File: config.mk
export PLATFORM = sky130hd
export DESIGN_NAME = gel_pump_sched_flat
export DESIGN_NICKNAME = d
export VERILOG_FILES = /design/src/rtl/gel_pkg.sv /design/src/rtl/gel_pump_sched_if.sv /design/src/rtl/dose_timer.sv /design/src/rtl/gel_pump_sched.sv /design/src/flat_wrapper.sv
export SDC_FILE = /design/constraint.sdc
export NUM_CORES = 1
export LEC_CHECK = 0
export CAP_MARGIN = 20
export CELL_PAD_IN_SITES_DETAIL_PLACEMENT = 0
export CELL_PAD_IN_SITES_GLOBAL_PLACEMENT = 1
export CORE_MARGIN = 2
export CORE_UTILIZATION = 47
export CTS_CLUSTER_SIZE = 8
export DETAILED_ROUTE_END_ITERATION = 10
export GPL_ROUTABILITY_DRIVEN = 0
export GPL_TIMING_DRIVEN = 0
export HOLD_SLACK_MARGIN = 0.03
export MAX_ROUTING_LAYER = met4
export PLACE_DENSITY_LB_ADDON = 0.1
export SLEW_MARGIN = 5
export SYNTH_ARGS = -nofsm -noshare
export SYNTH_HDL_FRONTEND = slang
export SYNTH_SLANG_ARGS = --single-unit
export TNS_END_PERCENT = 1
File: constraint.sdc
create_clock -name clk -period 2.6 [get_ports clk]
set_input_delay 0.26 -clock clk [delete_from_list [all_inputs] [get_ports clk]]
set_output_delay 0.26 -clock clk [all_outputs]
set_load 0.01 [all_outputs]
File: src/rtl/gel_pkg.sv
// Gel pump scheduler shared types.
// Station count and FSM state encoding.
package gel_pkg;

  localparam int NUM_STATIONS = 2;

  typedef enum logic [1:0] {
    IDLE = 2'd0,
    DOSE = 2'd1,
    COOL = 2'd2
  } state_t;

endpackage

File: src/rtl/gel_pump_sched_if.sv
// Station request / pump status bundle.
// master drives requests, slave is the scheduler.
interface gel_pump_sched_if;
  import gel_pkg::*;

  logic [NUM_STATIONS-1:0] req;
  logic                    refill;
  logic                    bomba;
  logic [NUM_STATIONS-1:0] grant;
  logic [NUM_STATIONS-1:0] done;
  logic                    busy;
  logic                    low_gel;
  logic                    empty;

  modport master (
    output req, refill,
    input  bomba, grant, done,
    input  busy, low_gel, empty
  );

  modport slave (
    input  req, refill,
    output bomba, grant, done,
    output busy, low_gel, empty
  );

endinterface

File: src/rtl/dose_timer.sv
// Loadable down-counter with zero flag.
// Holds at zero until the next load.
module dose_timer #(
  parameter int W = 8
) (
  input  logic         clk,
  input  logic         reset,
  input  logic         load,
  input  logic [W-1:0] val,
  output logic         zero
);

  logic [W-1:0] cnt;

  always_ff @(posedge clk or negedge reset) begin
    if (!reset) begin
      cnt <= '0;
    end else if (load) begin
      cnt <= val;
    end else if (cnt != '0) begin
      cnt <= cnt - W'(1);
    end
  end

  assign zero = (cnt == '0);

endmodule

File: src/rtl/gel_pump_sched.sv
// Two-station gel pump scheduler.
// Round-robin grant, fixed dose and cooldown, reservoir tracking.
module gel_pump_sched
  import gel_pkg::*;
#(
  parameter int DOSE_CYCLES     = 50_000_000,
  parameter int COOLDOWN_CYCLES = 25_000_000,
  parameter int DOSE_LIMIT      = 200,
  parameter int LOW_MARGIN      = 20
) (
  input logic              clk,
  input logic              reset,
  gel_pump_sched_if.slave  bus
);

  localparam int CW   = $clog2(DOSE_LIMIT + 1);
  localparam int MAXC = (DOSE_CYCLES > COOLDOWN_CYCLES) ?
                        DOSE_CYCLES : COOLDOWN_CYCLES;
  localparam int TW   = $clog2(MAXC + 1);

  localparam logic [TW-1:0] DOSE_LD = TW'(DOSE_CYCLES - 1);
  localparam logic [TW-1:0] COOL_LD = TW'(COOLDOWN_CYCLES - 1);
  localparam logic [CW-1:0] LIMIT   = CW'(DOSE_LIMIT);

  state_t state, state_n;

  logic [NUM_STATIONS-1:0] armed;
  logic [NUM_STATIONS-1:0] elig;
  logic [NUM_STATIONS-1:0] pick;
  logic [NUM_STATIONS-1:0] grant_q;
  logic [NUM_STATIONS-1:0] done_q;
  logic                    last;
  logic                    bomba_q;
  logic [CW-1:0]           count;
  logic [CW-1:0]           rem;
  logic                    low_q;
  logic                    empty_q;
  logic                    t_load;
  logic [TW-1:0]           t_val;
  logic                    t_zero;
  logic                    start;
  logic                    finish;

  dose_timer #(.W(TW)) u_timer (
    .clk   (clk),
    .reset (reset),
    .load  (t_load),
    .val   (t_val),
    .zero  (t_zero)
  );

  assign elig = bus.req & armed
              & {NUM_STATIONS{~empty_q}}
              & {NUM_STATIONS{state == IDLE}};

  // On a tie the station not served last wins.
  always_comb begin
    unique case (1'b1)
      elig == 2'b11: pick = last ? 2'b01 : 2'b10;
      elig == 2'b01: pick = 2'b01;
      elig == 2'b10: pick = 2'b10;
      default:       pick = '0;
    endcase
  end

  always_comb begin
    state_n = state;
    t_load  = 1'b0;
    t_val   = DOSE_LD;
    start   = 1'b0;
    finish  = 1'b0;
    unique case (state)
      IDLE: begin
        if (pick != '0) begin
          state_n = DOSE;
          t_load  = 1'b1;
          start   = 1'b1;
        end
      end
      DOSE: begin
        if (t_zero) begin
          state_n = COOL;
          t_load  = 1'b1;
          t_val   = COOL_LD;
          finish  = 1'b1;
        end
      end
      COOL: begin
        if (t_zero) state_n = IDLE;
      end
      default: state_n = IDLE;
    endcase
  end

  always_ff @(posedge clk or negedge reset) begin
    if (!reset) begin
      state   <= IDLE;
      grant_q <= '0;
      bomba_q <= 1'b0;
      done_q  <= '0;
      armed   <= '0;
      last    <= 1'b1;
    end else begin
      state  <= state_n;
      done_q <= finish ? grant_q : '0;
      armed  <= (armed & ~pick) | ~bus.req;
      if (start) begin
        grant_q <= pick;
        bomba_q <= 1'b1;
        last    <= pick[1];
      end else if (state_n != DOSE) begin
        grant_q <= '0;
        bomba_q <= 1'b0;
      end
    end
  end

  assign rem = LIMIT - count;

  // Refill wins over a coincident dose completion.
  always_ff @(posedge clk or negedge reset) begin
    if (!reset) begin
      count   <= '0;
      low_q   <= 1'b0;
      empty_q <= 1'b0;
    end else begin
      if (bus.refill) begin
        count <= '0;
      end else if (finish && count != LIMIT) begin
        count <= count + CW'(1);
      end
      low_q   <= (rem != '0) && (int'(rem) <= LOW_MARGIN);
      empty_q <= (rem == '0);
    end
  end

  assign bus.bomba   = bomba_q;
  assign bus.grant   = grant_q;
  assign bus.done    = done_q;
  assign bus.busy    = (state != IDLE);
  assign bus.low_gel = low_q;
  assign bus.empty   = empty_q;

endmodule

File: src/flat_wrapper.sv
// flat-port wrapper written by rule: the top's interface ports become plain ports
module gel_pump_sched_flat import gel_pkg::*;
#(
  parameter int DOSE_CYCLES     = 50_000_000,
  parameter int COOLDOWN_CYCLES = 25_000_000,
  parameter int DOSE_LIMIT      = 200,
  parameter int LOW_MARGIN      = 20
)
  (clk, reset, bus_req, bus_refill, bus_bomba, bus_grant, bus_done, bus_busy, bus_low_gel, bus_empty);
  gel_pump_sched_if bus_i ();
  input logic clk;
  input logic reset;
  input wire logic [$bits(bus_i.req)-1:0] bus_req;
  input wire logic [$bits(bus_i.refill)-1:0] bus_refill;
  output wire logic [$bits(bus_i.bomba)-1:0] bus_bomba;
  output wire logic [$bits(bus_i.grant)-1:0] bus_grant;
  output wire logic [$bits(bus_i.done)-1:0] bus_done;
  output wire logic [$bits(bus_i.busy)-1:0] bus_busy;
  output wire logic [$bits(bus_i.low_gel)-1:0] bus_low_gel;
  output wire logic [$bits(bus_i.empty)-1:0] bus_empty;
  assign bus_i.req = bus_req;
  assign bus_i.refill = bus_refill;
  assign bus_bomba = bus_i.bomba;
  assign bus_grant = bus_i.grant;
  assign bus_done = bus_i.done;
  assign bus_busy = bus_i.busy;
  assign bus_low_gel = bus_i.low_gel;
  assign bus_empty = bus_i.empty;
  gel_pump_sched #(.DOSE_CYCLES(DOSE_CYCLES), .COOLDOWN_CYCLES(COOLDOWN_CYCLES), .DOSE_LIMIT(DOSE_LIMIT), .LOW_MARGIN(LOW_MARGIN)) u_core (.clk(clk), .reset(reset), .bus(bus_i));
endmodule
==> impl_metrics.py <==
metrics = {
    "critical_path": {
        "crit_chain": "inv_1 -> ha_1 -> nor4b_4 -> nand4_4 -> nor4_4 -> buf_4 -> buf_6 -> nor3_1 -> nand3b_1",
        "slowest_stage": "nor4b_4",
        "crit_arrival_ps": 2590,
        "crit_start": "u_core.u_timer.cnt[0]",
        "crit_path_end_kind": "flop",
        "start_kind": "flop",
        "cp_max_fo": 10,
        "slowest_delay_ps": 430,
        "rr_startpoint": "u_core.u_timer.cnt[0]",
        "required_ps": 2780,
        "crit_type": "flop to flop",
    },
    "layout": {
        "regArea_um2": 1150,
        "drive_above_1_share_pct": 10.4,
        "diodes": 0,
        "multi_input_area_um2": 1480,
        "fillers": 516,
        "nets": 316,
        "areaGrowthSynthToFinish_pct": 12.5,
        "fin_cells": 380,
    },
    "grt": {
        "grt_pass1_vias": 2133,
        "grtUsageTotal_pct": 21.8,
        "grt_max_degree": 36,
        "grt_pass1_wl_um": 10500,
        "grt-ovfl-total": 0,
        "antenna_found_initial": 0,
    },
    "logic_synthesis": {
        "post_synth.cell_area_avg_um2": 9.45,
        "synth.distinct_cells": 61,
        "yosysSeqAreaShare_pct": 42.6,
        "yosys_warnings": 0,
        "synth-edff-count": 0,
        "synth_nets": 295,
        "syn_inst": 286,
        "synth_top_area_share_pct": 41.6,
        "synth_flop_cell": "dfrtp_1",
        "synthArstFlopShare_pct": 100,
        "synth.cell_area_um2": 2700,
        "synth_area_leaders": "dfrtp_1 (42%), nand2_1 (3.2%), nor4_4 (3.1%)",
        "synth_most_common_cell": "dfrtp_1",
        "ys_ff_latch": 46,
        "synthTopCellsByCount": "dfrtp_1 (45), nand2_1 (23), nor2_1 (20)",
        "yosys.area.top_type": "dfrtp_1",
    },
    "pwr": {
        "p_switching_uw": 259,
        "p_sw_share_pct": 22.1,
        "total_power_mw": 1.17,
        "peakVddDrop_uv": 221,
        "leakage_nw": 1.19,
        "power_frac_seq_pct": 61.2,
        "p_int_uw": 909,
        "power_frac_comb_pct": 2.4,
        "p_per_area_nw_per_um2": 384,
        "p_clk_share_pct": 36.5,
    },
    "detailed_routing": {
        "vias": 2238,
        "drt-total-wl_um": 6130,
        "first_iter_violations": 189,
        "dr.pass1.iters": 4,
        "ant_nets": 0,
        "drc": 0,
        "viasPerCell": 5.89,
        "routedWlPerCell_um": 16.1,
    },
    "clock_tree": {
        "numCtsBuffers": 5,
        "cts_root_buffer": "clkbuf_8",
        "ctsHtreeMaxLevel": 2,
        "clock_sinks": 46,
        "clk_pin_slew_worst_paths_ps": 100,
        "clk_latency_ps": 310,
        "cts_tree": "done",
        "cts_buffer_depth": 2,
    },
    "timing": {
        "min_period_over_period_pct": 92.7,
        "hold_viol_final": 0,
        "max_freq_ghz": 0.415,
        "period_minus_slack_ps": 2410,
        "clock_skew_ps": 16.6,
        "slew_viol_final": 0,
        "setup_viol": 0,
        "tightestPinTransition_ps": 577,
        "slew_headroom_pct": 61.2,
        "rsz0062_at_grt": "yes",
    },
    "placed_design": {
        "place_inst": 370,
        "io_buffer_count": 11,
        "dp_hpwl_um": 4320,
    },
    "floorplanning": {
        "die_area_um2": 6380,
        "die_y_um": 79.8,
        "core_um2": 5540,
        "ioPinCount": 13,
        "start_util_pct": 48.8,
        "die_w_um": 79.8,
        "row_count": 27,
    },
    "run_status": {
        "status": "completed",
    },
    "min_path": {
        "hold_path_startpoint": "bus_refill",
        "min_path_type": "input pin to flop",
    },
    "job": {
        "drv_cap": 0,
    },
}
[area by class of cell]
type | instances | share of cell area (%)
tap | 72 | 2.96
clock buffer | 6 | 2.39
clock inverter | 2 | 0.329
timing repair buffer | 14 | 4.69
sequential | 46 | 37.9
inverter | 9 | 1.11
buffer | 10 | 1.97
multi-input combinational | 221 | 48.7
[cells in the final DEF, fill, tap and decap left out, types with 2 or more instances in the layout]
master           synthesis  layout
dfrtp_1                 45      45
nand2_1                 23      23
nor2_1                  20      19
o21ai_0                 16      16
nand3_1                 15      15
nor3_1                  13      13
a21oi_1                 13      13
or3_1                   11      11
clkdlybuf4s50_1          0      10
inv_1                    9       9
or4_1                    7       7
clkbuf_1                 5       6
xnor2_1                  6       6
nor4_1                   5       5
xor2_1                   5       5
nand4_1                  5       5
o21ai_1                  5       5
nand3b_1                 5       5
clkbuf_8                 0       5
nand2b_1                 4       4
nor4_4                   4       4
and2_1                   4       4
and4_1                   4       4
o211ai_1                 4       4
a21o_1                   4       4
ha_1                     4       4
or2_2                    3       3
o31ai_1                  3       3
and3_1                   3       3
a211o_1                  2       2
buf_4                    1       2
buf_6                    2       2
nor2b_1                  2       2
nor4b_1                  2       2
or4b_1                   2       2
mux2i_1                  2       2
clkinv_2                 0       2
[kinds of logic after synthesis]
group                      after synthesis  share of synthesized area [%]
AOI/OAI and AO/OA                       62                           15.0
xor gates and xnor gates                11                           3.56
and+or+nand+nor                        141                           32.4
buffers and inverters                   19                           3.38
DFF                                     46                           42.6
muxes                                    3                           1.16
adders and majority gates                4                           1.85
[metrics by stage]
stage               setup TNS, ps  hold slack, ps  utilization (%)  instance area (um2)  setup slack, ps
floorplan                       0           -35.6                -                 2700              479
global placement            -5410             463             52.4                 2900             -117
detailed placement           -343             174             52.7                 2920             -108
CTS                             0             317             54.7                 3030              134
global route                -14.1             356             54.9                 3040            -14.1
finish                          0             318             54.9                 3040              190
[critical path: cells and delay by family, from the launching register on]
family	cells	cell delay, ps
buffers and inverters	3	440
adders and majority gates	1	230
and+or+nand+nor	5	1240
DFF	1	390
[state kept, by name, summed over array words and instances, names as in the netlist]
name	flops
u_core.u_timer.cnt	26
u_core.count	8
u_core.armed	2
u_core.bus.done	2
u_core.bus.grant	2
u_core.state	2
u_core.bus.bomba	1
u_core.bus.empty	1
u_core.bus.low_gel	1
u_core.last	1
[power by group through the flow]
stage / Sequential (mW) / Clock [mW] / Combinational [mW]
2_1_floorplan: 0.729 / 0 / 0.00296
3_3_place_gp: 0.729 / 0 / 0.0244
3_5_place_dp: 0.729 / 0 / 0.0279
4_1_cts: 0.715 / 0.438 / 0.0290
5_1_grt: 0.715 / 0.464 / 0.0316
6_report: 0.715 / 0.426 / 0.0275
[final timing paths]
check | cells after the start | slack, ps | end
max | 9 | 190 | u_core.u_timer.cnt[5]
min | 2 | 320 | u_core.count[1]
max reg2reg | 9 | 190 | u_core.u_timer.cnt[5]
min reg2reg | 1 | 480 | u_core.bus.bomba
max in group asynchronous | 3 | 1730 | u_core.u_timer.cnt[20]
min in group asynchronous | 2 | 380 | u_core.count[6]
[timing repair]
item,4_1_cts,5_1_grt
pin swaps,0,2
setup endpoints to repair,7,8
resized for setup,2,2
hold endpoints to repair,10,0
hold buffers,1,0
setup buffers,0,1
[routing by layer]
metal / GRT usage, % / vias to the layer above / wire [um]
li1: - / 1107 / -
met1: 29.8 / 1091 / 3140
met2: 33.9 / 35 / 2740
met3: 3.73 / 5 / 184
met4: 5.76 / 0 / 68
met5: - / - / 0
Note: power is estimated with default switching activity, not from simulation.
